### config.mk
export PLATFORM = sky130hd
export DESIGN_NAME = mul_issue_ctrl_flat
export DESIGN_NICKNAME = d
export VERILOG_FILES = /design/src/rtl/mul_issue_ctrl_pkg.sv /design/src/rtl/mul_issue_ctrl_if.sv /design/src/rtl/mul_issue_ctrl_sign_fix.sv /design/src/rtl/mul_issue_ctrl.sv /design/src/flat_wrapper.sv
export SDC_FILE = /design/constraint.sdc
export NUM_CORES = 1
export LEC_CHECK = 0
export ABC_AREA = 1
export CORE_MARGIN = 3
export CORE_UTILIZATION = 55
export CTS_BUF_LIST = sky130_fd_sc_hd__clkbuf_8 sky130_fd_sc_hd__clkbuf_16
export CTS_CLUSTER_DIAMETER = 60
export DETAILED_ROUTE_END_ITERATION = 10
export PLACE_DENSITY = 0.91
export SYNTH_ARGS = -nofsm -noshare
export SYNTH_HDL_FRONTEND = slang
export SYNTH_HIERARCHICAL = 1
export SYNTH_SLANG_ARGS = --single-unit
### constraint.sdc
create_clock -name clk -period 4.3 [get_ports clk]
set_input_delay 1.075 -clock clk [delete_from_list [all_inputs] [get_ports clk]]
set_output_delay 1.075 -clock clk [all_outputs]
set_load 0.1 [all_outputs]
### src/rtl/mul_issue_ctrl_pkg.sv
// Shared constants, FSM state type and sign-mode decode for the multiply issue controller.
package mul_issue_ctrl_pkg;

    localparam int unsigned XLEN = 32;

    localparam logic [2:0] F3_MUL    = 3'b000;
    localparam logic [2:0] F3_MULH   = 3'b001;
    localparam logic [2:0] F3_MULHSU = 3'b010;
    localparam logic [2:0] F3_MULHU  = 3'b011;

    typedef enum logic [2:0] {
        IDLE   = 3'd0,
        LAUNCH = 3'd1,
        WAIT   = 3'd2,
        FIX    = 3'd3,
        DONE   = 3'd4,
        DRAIN  = 3'd5
    } state_e;

    // rs1 is signed for MULH and MULHSU; MUL uses the unsigned path (lo word is sign-independent)
    function automatic logic is_a_signed(input logic [2:0] f3);
        return (f3 == F3_MULH) || (f3 == F3_MULHSU);
    endfunction

    // rs2 is signed only for MULH
    function automatic logic is_b_signed(input logic [2:0] f3);
        return (f3 == F3_MULH);
    endfunction

endpackage

### src/rtl/mul_issue_ctrl_if.sv
// EX-stage request/response and multiplier launch/return signals.
interface mul_issue_ctrl_if #(
    parameter int unsigned XLEN = mul_issue_ctrl_pkg::XLEN
);
    logic                ex_valid;
    logic [2:0]          funct3;
    logic [XLEN-1:0]     rs1;
    logic [XLEN-1:0]     rs2;
    logic                flush;
    logic                mul_stall;
    logic                mul_done;
    logic [XLEN-1:0]     mul_result;
    logic                m_in_valid;
    logic [XLEN-1:0]     m_mplier;
    logic [XLEN-1:0]     m_mcand;
    logic [2*XLEN-1:0]   m_product;
    logic                m_out_valid;

    // Controller side
    modport slave (
        input  ex_valid, funct3, rs1, rs2, flush, m_product, m_out_valid,
        output mul_stall, mul_done, mul_result, m_in_valid, m_mplier, m_mcand
    );

    // EX stage / multiplier side
    modport master (
        output ex_valid, funct3, rs1, rs2, flush, m_product, m_out_valid,
        input  mul_stall, mul_done, mul_result, m_in_valid, m_mplier, m_mcand
    );
endinterface

### src/rtl/mul_issue_ctrl_sign_fix.sv
// Operand magnitudes for the unsigned multiplier and conditional negate of its product.
module mul_issue_ctrl_sign_fix #(
    parameter int unsigned XLEN = 32
) (
    input  logic [XLEN-1:0]   rs1,
    input  logic [XLEN-1:0]   rs2,
    input  logic              a_signed,
    input  logic              b_signed,
    input  logic [2*XLEN-1:0] prod,
    input  logic              neg,
    output logic [XLEN-1:0]   mag1,
    output logic [XLEN-1:0]   mag2,
    output logic [2*XLEN-1:0] fixed
);

    // Most-negative input negates to itself, which is the correct unsigned magnitude
    assign mag1  = (a_signed && rs1[XLEN-1]) ? -rs1 : rs1;
    assign mag2  = (b_signed && rs2[XLEN-1]) ? -rs2 : rs2;

    // Two's-complement negate mod 2^(2*XLEN); zero stays zero
    assign fixed = neg ? -prod : prod;

endmodule

### src/rtl/mul_issue_ctrl.sv
// Issue controller between EX and the iterative unsigned multiplier, with a 1-entry product cache.
module mul_issue_ctrl #(
    parameter int unsigned XLEN     = mul_issue_ctrl_pkg::XLEN,
    parameter bit          CACHE_EN = 1'b1
) (
    input  logic            clk,
    input  logic            rst_n,
    mul_issue_ctrl_if.slave bus
);
    import mul_issue_ctrl_pkg::*;

    localparam int unsigned PW = 2 * XLEN;

    state_e            state_q,   state_d;
    logic [XLEN-1:0]   op_rs1_q,  op_rs1_d;
    logic [XLEN-1:0]   op_rs2_q,  op_rs2_d;
    logic [2:0]        op_f3_q,   op_f3_d;
    logic              neg_q,     neg_d;
    logic              sel_hi_q,  sel_hi_d;
    logic [XLEN-1:0]   mplier_q,  mplier_d;
    logic [XLEN-1:0]   mcand_q,   mcand_d;
    logic [PW-1:0]     prod_q,    prod_d;
    logic [XLEN-1:0]   result_q,  result_d;
    logic              done_q,    done_d;
    logic              launch_q,  launch_d;
    logic              c_valid_q, c_valid_d;
    logic [XLEN-1:0]   c_rs1_q,   c_rs1_d;
    logic [XLEN-1:0]   c_rs2_q,   c_rs2_d;
    logic [2:0]        c_f3_q,    c_f3_d;
    logic [PW-1:0]     c_prod_q,  c_prod_d;

    logic              a_s;
    logic              b_s;
    logic              neg_now;
    logic              hit;
    logic [XLEN-1:0]   hit_word;
    logic [XLEN-1:0]   mag1;
    logic [XLEN-1:0]   mag2;
    logic [PW-1:0]     fixed;
    logic              mul_stall_c;

    assign a_s     = is_a_signed(bus.funct3);
    assign b_s     = is_b_signed(bus.funct3);
    assign neg_now = (a_s & bus.rs1[XLEN-1]) ^ (b_s & bus.rs2[XLEN-1]);

    mul_issue_ctrl_sign_fix #(
        .XLEN (XLEN)
    ) u_sign_fix (
        .rs1      (bus.rs1),
        .rs2      (bus.rs2),
        .a_signed (a_s),
        .b_signed (b_s),
        .prod     (prod_q),
        .neg      (neg_q),
        .mag1     (mag1),
        .mag2     (mag2),
        .fixed    (fixed)
    );

    // Cache lookup: a MUL hits any cached mode since the lo word does not depend on signedness
    always_comb begin
        hit = CACHE_EN && c_valid_q
              && (bus.rs1 == c_rs1_q) && (bus.rs2 == c_rs2_q)
              && ((bus.funct3 == F3_MUL) || (bus.funct3 == c_f3_q));
        hit_word = (bus.funct3 == F3_MUL) ? c_prod_q[XLEN-1:0] : c_prod_q[PW-1:XLEN];
    end

    // Pipeline hold: released in DONE or on flush; while draining it simply follows ex_valid
    always_comb begin
        mul_stall_c = 1'b0;
        if (!rst_n) begin
            case (state_q)
                DRAIN:   mul_stall_c = bus.ex_valid;
                DONE:    mul_stall_c = 1'b0;
                default: mul_stall_c = bus.ex_valid & ~bus.flush;
            endcase
        end
    end

    // Next-state, datapath capture and cache update
    always_comb begin
        state_d   = state_q;
        op_rs1_d  = op_rs1_q;
        op_rs2_d  = op_rs2_q;
        op_f3_d   = op_f3_q;
        neg_d     = neg_q;
        sel_hi_d  = sel_hi_q;
        mplier_d  = mplier_q;
        mcand_d   = mcand_q;
        prod_d    = prod_q;
        result_d  = result_q;
        done_d    = 1'b0;
        launch_d  = 1'b0;
        c_valid_d = c_valid_q;
        c_rs1_d   = c_rs1_q;
        c_rs2_d   = c_rs2_q;
        c_f3_d    = c_f3_q;
        c_prod_d  = c_prod_q;

        case (state_q)
            IDLE: begin
                if (bus.ex_valid && !bus.flush) begin
                    if (hit) begin
                        result_d = hit_word;
                        done_d   = 1'b1;
                        state_d  = DONE;
                    end else begin
                        op_rs1_d = bus.rs1;
                        op_rs2_d = bus.rs2;
                        op_f3_d  = bus.funct3;
                        neg_d    = neg_now;
                        sel_hi_d = (bus.funct3 != F3_MUL);
                        mplier_d = mag1;
                        mcand_d  = mag2;
                        launch_d = 1'b1;
                        state_d  = LAUNCH;
                    end
                end
            end
            LAUNCH: begin
                // The launch pulse is already out, so a flush must still absorb its product
                state_d = bus.flush ? DRAIN : WAIT;
            end
            WAIT: begin
                if (bus.m_out_valid) begin
                    prod_d  = bus.m_product;
                    state_d = bus.flush ? IDLE : FIX;
                end else if (bus.flush) begin
                    state_d = DRAIN;
                end
            end
            FIX: begin
                if (bus.flush) begin
                    state_d = IDLE;
                end else begin
                    result_d = sel_hi_q ? fixed[PW-1:XLEN] : fixed[XLEN-1:0];
                    done_d   = 1'b1;
                    state_d  = DONE;
                    if (CACHE_EN) begin
                        c_valid_d = 1'b1;
                        c_rs1_d   = op_rs1_q;
                        c_rs2_d   = op_rs2_q;
                        c_f3_d    = op_f3_q;
                        c_prod_d  = fixed;
                    end
                end
            end
            DONE: begin
                state_d = IDLE;
            end
            DRAIN: begin
                if (bus.m_out_valid) begin
                    state_d = IDLE;
                end
            end
            default: begin
                state_d = IDLE;
            end
        endcase
    end

    // State and datapath registers; synchronous active-high reset clears everything
    always_ff @(posedge clk) begin
        if (rst_n) begin
            state_q   <= IDLE;
            op_rs1_q  <= '0;
            op_rs2_q  <= '0;
            op_f3_q   <= '0;
            neg_q     <= 1'b0;
            sel_hi_q  <= 1'b0;
            mplier_q  <= '0;
            mcand_q   <= '0;
            prod_q    <= '0;
            result_q  <= '0;
            done_q    <= 1'b0;
            launch_q  <= 1'b0;
            c_valid_q <= 1'b0;
            c_rs1_q   <= '0;
            c_rs2_q   <= '0;
            c_f3_q    <= '0;
            c_prod_q  <= '0;
        end else begin
            state_q   <= state_d;
            op_rs1_q  <= op_rs1_d;
            op_rs2_q  <= op_rs2_d;
            op_f3_q   <= op_f3_d;
            neg_q     <= neg_d;
            sel_hi_q  <= sel_hi_d;
            mplier_q  <= mplier_d;
            mcand_q   <= mcand_d;
            prod_q    <= prod_d;
            result_q  <= result_d;
            done_q    <= done_d;
            launch_q  <= launch_d;
            c_valid_q <= c_valid_d;
            c_rs1_q   <= c_rs1_d;
            c_rs2_q   <= c_rs2_d;
            c_f3_q    <= c_f3_d;
            c_prod_q  <= c_prod_d;
        end
    end

    // A flush arriving in DONE still kills the completion
    assign bus.mul_stall  = mul_stall_c;
    assign bus.mul_done   = done_q & ~bus.flush & ~rst_n;
    assign bus.mul_result = result_q;
    assign bus.m_in_valid = launch_q;
    assign bus.m_mplier   = mplier_q;
    assign bus.m_mcand    = mcand_q;

endmodule

### src/flat_wrapper.sv
// flat-port wrapper written by rule: the top's interface ports become plain ports
module mul_issue_ctrl_flat import mul_issue_ctrl_pkg::*;
#(
    parameter int unsigned XLEN     = mul_issue_ctrl_pkg::XLEN,
    parameter bit          CACHE_EN = 1'b1
)
  (clk, rst_n, bus_ex_valid, bus_funct3, bus_rs1, bus_rs2, bus_flush, bus_m_product, bus_m_out_valid, bus_mul_stall, bus_mul_done, bus_mul_result, bus_m_in_valid, bus_m_mplier, bus_m_mcand);
  mul_issue_ctrl_if #(.XLEN(XLEN)) bus_i ();
  input  logic clk;
  input  logic rst_n;
  input wire logic [$bits(bus_i.ex_valid)-1:0] bus_ex_valid;
  input wire logic [$bits(bus_i.funct3)-1:0] bus_funct3;
  input wire logic [$bits(bus_i.rs1)-1:0] bus_rs1;
  input wire logic [$bits(bus_i.rs2)-1:0] bus_rs2;
  input wire logic [$bits(bus_i.flush)-1:0] bus_flush;
  input wire logic [$bits(bus_i.m_product)-1:0] bus_m_product;
  input wire logic [$bits(bus_i.m_out_valid)-1:0] bus_m_out_valid;
  output wire logic [$bits(bus_i.mul_stall)-1:0] bus_mul_stall;
  output wire logic [$bits(bus_i.mul_done)-1:0] bus_mul_done;
  output wire logic [$bits(bus_i.mul_result)-1:0] bus_mul_result;
  output wire logic [$bits(bus_i.m_in_valid)-1:0] bus_m_in_valid;
  output wire logic [$bits(bus_i.m_mplier)-1:0] bus_m_mplier;
  output wire logic [$bits(bus_i.m_mcand)-1:0] bus_m_mcand;
  assign bus_i.ex_valid = bus_ex_valid;
  assign bus_i.funct3 = bus_funct3;
  assign bus_i.rs1 = bus_rs1;
  assign bus_i.rs2 = bus_rs2;
  assign bus_i.flush = bus_flush;
  assign bus_i.m_product = bus_m_product;
  assign bus_i.m_out_valid = bus_m_out_valid;
  assign bus_mul_stall = bus_i.mul_stall;
  assign bus_mul_done = bus_i.mul_done;
  assign bus_mul_result = bus_i.mul_result;
  assign bus_m_in_valid = bus_i.m_in_valid;
  assign bus_m_mplier = bus_i.m_mplier;
  assign bus_m_mcand = bus_i.m_mcand;
  mul_issue_ctrl #(.XLEN(XLEN), .CACHE_EN(CACHE_EN)) u_core (.clk(clk), .rst_n(rst_n), .bus(bus_i));
endmodule
==> results.md <==
* Status: finished clean
* Die Ht at 193 um
* WP data required at 3.22 ns
* Core area at 34000 sq um
* CTS hold repair buffers at 0
* Worst-path cell with the longest stage delay: clkdlybuf4s50_1
* Initial antenna violation count at 3
* Synth area leaders: dfxtp_1, nand2_1, nor2_1, o21ai_0, a21oi_1
* # H-tree levels at 2
* Non-Filler Instances at 3680
* Rows at 67
* Ys flop type: dfxtp_1
* Reg clk slew, reported paths at 0.06 ns
* WP data arrival at 2.48 ns
* Antenna Nets Post-Route at 0
* Die width at 193 um
* Seq/Total Area, Yosys at 0.381
* Final min period at 3.55 ns
* Final Hold Vio Count at 0
* Max Slew Vio Count at 0
* Async S/R FF share, synth at 0
* Pwr dens at 384 nW/um^2
* CTS tree: done
* Clk_lat worst skew at 0.55 ns
* Synthesized flop and latch total at 366
* CTS resizes at 0
* Synth-to-Final Area Change at 20.1%
* Worst Hold Launch: u_core/c_rs1_q[15]
* Slew HR at 0.284
* R2R Path Start: u_core/state_q[1]
* Max FO, Critical Path at 4
* First-pass GRT wire length at 97100 um
* Clock Tree Buf Depth at 3
* Family with the most delay on the worst path: buffers and inverters
* EDFF count, synth at 0
* Worst path bufs/invs at 3
* Clk_skew at 0.0236 ns
* Clock tree sinks at 366
* Max rail drop VDD at 0.431 mV
* Final WL at 61800 um
* Setup Fix Bufs, Post-CTS at 0
* Vias per Instance at 5.54
* Leak at 0.0101 uW
* Slew at the pin closest to its max-slew limit at 1.07 ns
* Vias in the first global route at 18600
* Synth Net Count at 3193
* Syn Area/Cell at 6.29 sq um
* Max-Cap Viols at 0
* Final core occ at 0.680
* WS Path Type: input port to primary output
* Placer congestion estimate at 0.977
* CTS buffer count at 40
* RSZ-0062 raised after global routing: false
* Root Driver: clkbuf_16
* Port bufs at 234
* Max Fclk at 281 MHz
* Final count of negative-setup-slack endpoints at 0
* Io pins at 235
* Initial Util at 0.566
* Total Neg Setup Slack at 0 ns
* Setup crit start kind: input port
* Area leader, netlist: dfxtp_1
* Largest net degree at the start of global routing at 135
* Fraction of layout cells with a size suffix above 1 at 0.0483
* Vias at 20400
* Worst setup path start: bus_flush
* Nets at 3340
* Post-synth top area share at 0.381
* Filler Cell Count at 2925
* Grt total ovfl at 0
* HP Class: register to register
* Tot GR Track Use at 0.321
* Wire length per cell at 16.8 um
* Syn. warnings at 6
* Dpl cells at 3607
* Slowest stage delay, CP at 0.50 ns
* Die ar. at 37200 sq um
* DR iter-0 viols at 2223
* Post-Syn Instances at 3054
* # DRC at 0
* Worst Setup End Kind: primary output
* Critical Path, Cell by Cell: clkdlybuf4s50_1 > inv_1 > nand2_1 > a211oi_2 > buf_12
* Tcrit/Tclk final at 0.826
* Hpwl dp at 43600 um
* Post-Syn Area at 19200 sq um
* Yosys cell types at 41
* Power Total at 8850 uW
* DR pass1 iterations at 6
==> metrics by stage <==
stage	hold WS, ns	instance area (sq um)	setup WS (ns)
global route	0.469	23100	0.674
detailed placement	0.447	21700	0.440
CTS	0.456	23100	0.775
finish	0.454	23100	0.747
floorplan	0.425	19200	0.113
global placement	0.442	21700	0.540
==> cell usage after synthesis, types with 8 or more instances <==
master	number
xnor2_1	37
inv_1	200
o21ai_0	250
xor2_1	51
clkbuf_1	89
nor2_1	602
nand2_1	916
nor2_2	15
o21ai_1	11
a21oi_1	201
o31ai_1	11
dfxtp_1	366
nand3_1	127
inv_2	8
buf_4	27
buf_2	30
nand4_1	35
nand3b_1	8
nand2_2	12
==> worst reg2reg max path: cells and delay by family (launching register included) <==
| family | cells | cell delay (ns) |
|---|---|---|
| simple gates | 7 | 1.94 |
| buf+inv | 2 | 0.66 |
| flops | 1 | 0.38 |
==> state kept, by name (all words and copies together), names as in the netlist <==
signal,count
u_core/op_rs1_q,32
u_core/neg_q,1
u_core/c_valid_q,1
u_core/done_q,1
u_core/c_rs2_q,32
u_core/bus.m_in_valid,1
u_core/prod_q,64
u_core/c_prod_q,64
u_core/bus.m_mplier,32
u_core/bus.mul_result,32
u_core/op_rs2_q,32
u_core/c_rs1_q,32
u_core/bus.m_mcand,32
u_core/sel_hi_q,1
u_core/op_f3_q,3
u_core/state_q,3
u_core/c_f3_q,3
==> kinds of logic (layout without fill, tap and decap cells) <==
logic type	after synthesis	count (layout)	share of synthesized area
simple gates	1746	1746	0.366
flops	366	366	0.381
fa+ha+maj	3	3	0.00195
compound gates	486	486	0.131
xor+xnor	88	88	0.0401
buf+inv	365	542	0.0794
other cells	0	1	0
==> where the power goes <==
part | leakage, uW | internal [uW] | switching (uW) | total, uW
combinational | 0.00640 | 491 | 1160 | 1650
sequential | 0.00296 | 3510 | 85.4 | 3590
clock | 0.000714 | 2160 | 1450 | 3610
==> path summary, 6_finish.rpt <==
| path | slack, ns | cells after the start | endpoint |
|---|---|---|---|
| hold reg to reg | 0.45 | 2 | u_core/c_rs1_q[15] |
| setup / recovery | 0.75 | 5 | bus_mul_stall |
| hold / removal | 0.45 | 2 | u_core/c_rs1_q[15] |
| setup reg to reg | 1.25 | 9 | u_core/bus.mul_result[2] |
==> layout by cell type, fill, tap and decap left out, types with 3 or more instances in the layout <==
cell type        instances
inv_1                  205
nor2_4                   6
a21oi_1                201
buf_4                   25
xor2_1                  51
inv_2                    7
nor3_1                   6
or2_0                    5
clkbuf_16               40
dfxtp_1                365
nand2_1                915
nor2_2                  15
nand2_4                  5
o21ai_1                 11
clkinv_2                 7
xnor2_1                 37
o21ai_0                250
bufinv_16                5
nand2_2                 12
buf_12                   5
ha_1                     3
and2_1                   5
o31ai_1                 11
o21bai_1                 3
nand3_1                127
nand3b_1                 8
clkbuf_8                 8
nor2_1                 601
clkdlybuf4s50_1        231
nand4_1                 35
==> layout make-up <==
| class | count | area [sq um] | share of cell area |
|---|---|---|---|
| diodes | 1 | 2.50 | 0.000108 |
| clock buffers | 48 | 1110 | 0.0481 |
| clock inverters | 24 | 295 | 0.0128 |
| inverters | 209 | 790 | 0.0342 |
| multi-input cells | 2323 | 10400 | 0.450 |
| flip-flops and latches | 366 | 7330 | 0.317 |
| well taps | 448 | 561 | 0.0243 |
| repair buffers | 261 | 2600 | 0.113 |
==> metal layers <==
metal	routed length, um	global-route usage	up-vias
met5	23	0	-
met4	1680	0.0974	4
met3	5440	0.0505	127
met2	27800	0.512	899
met1	26800	0.451	9463
li1	-	-	9910
Note: power is estimated with default switching activity, not from simulation.
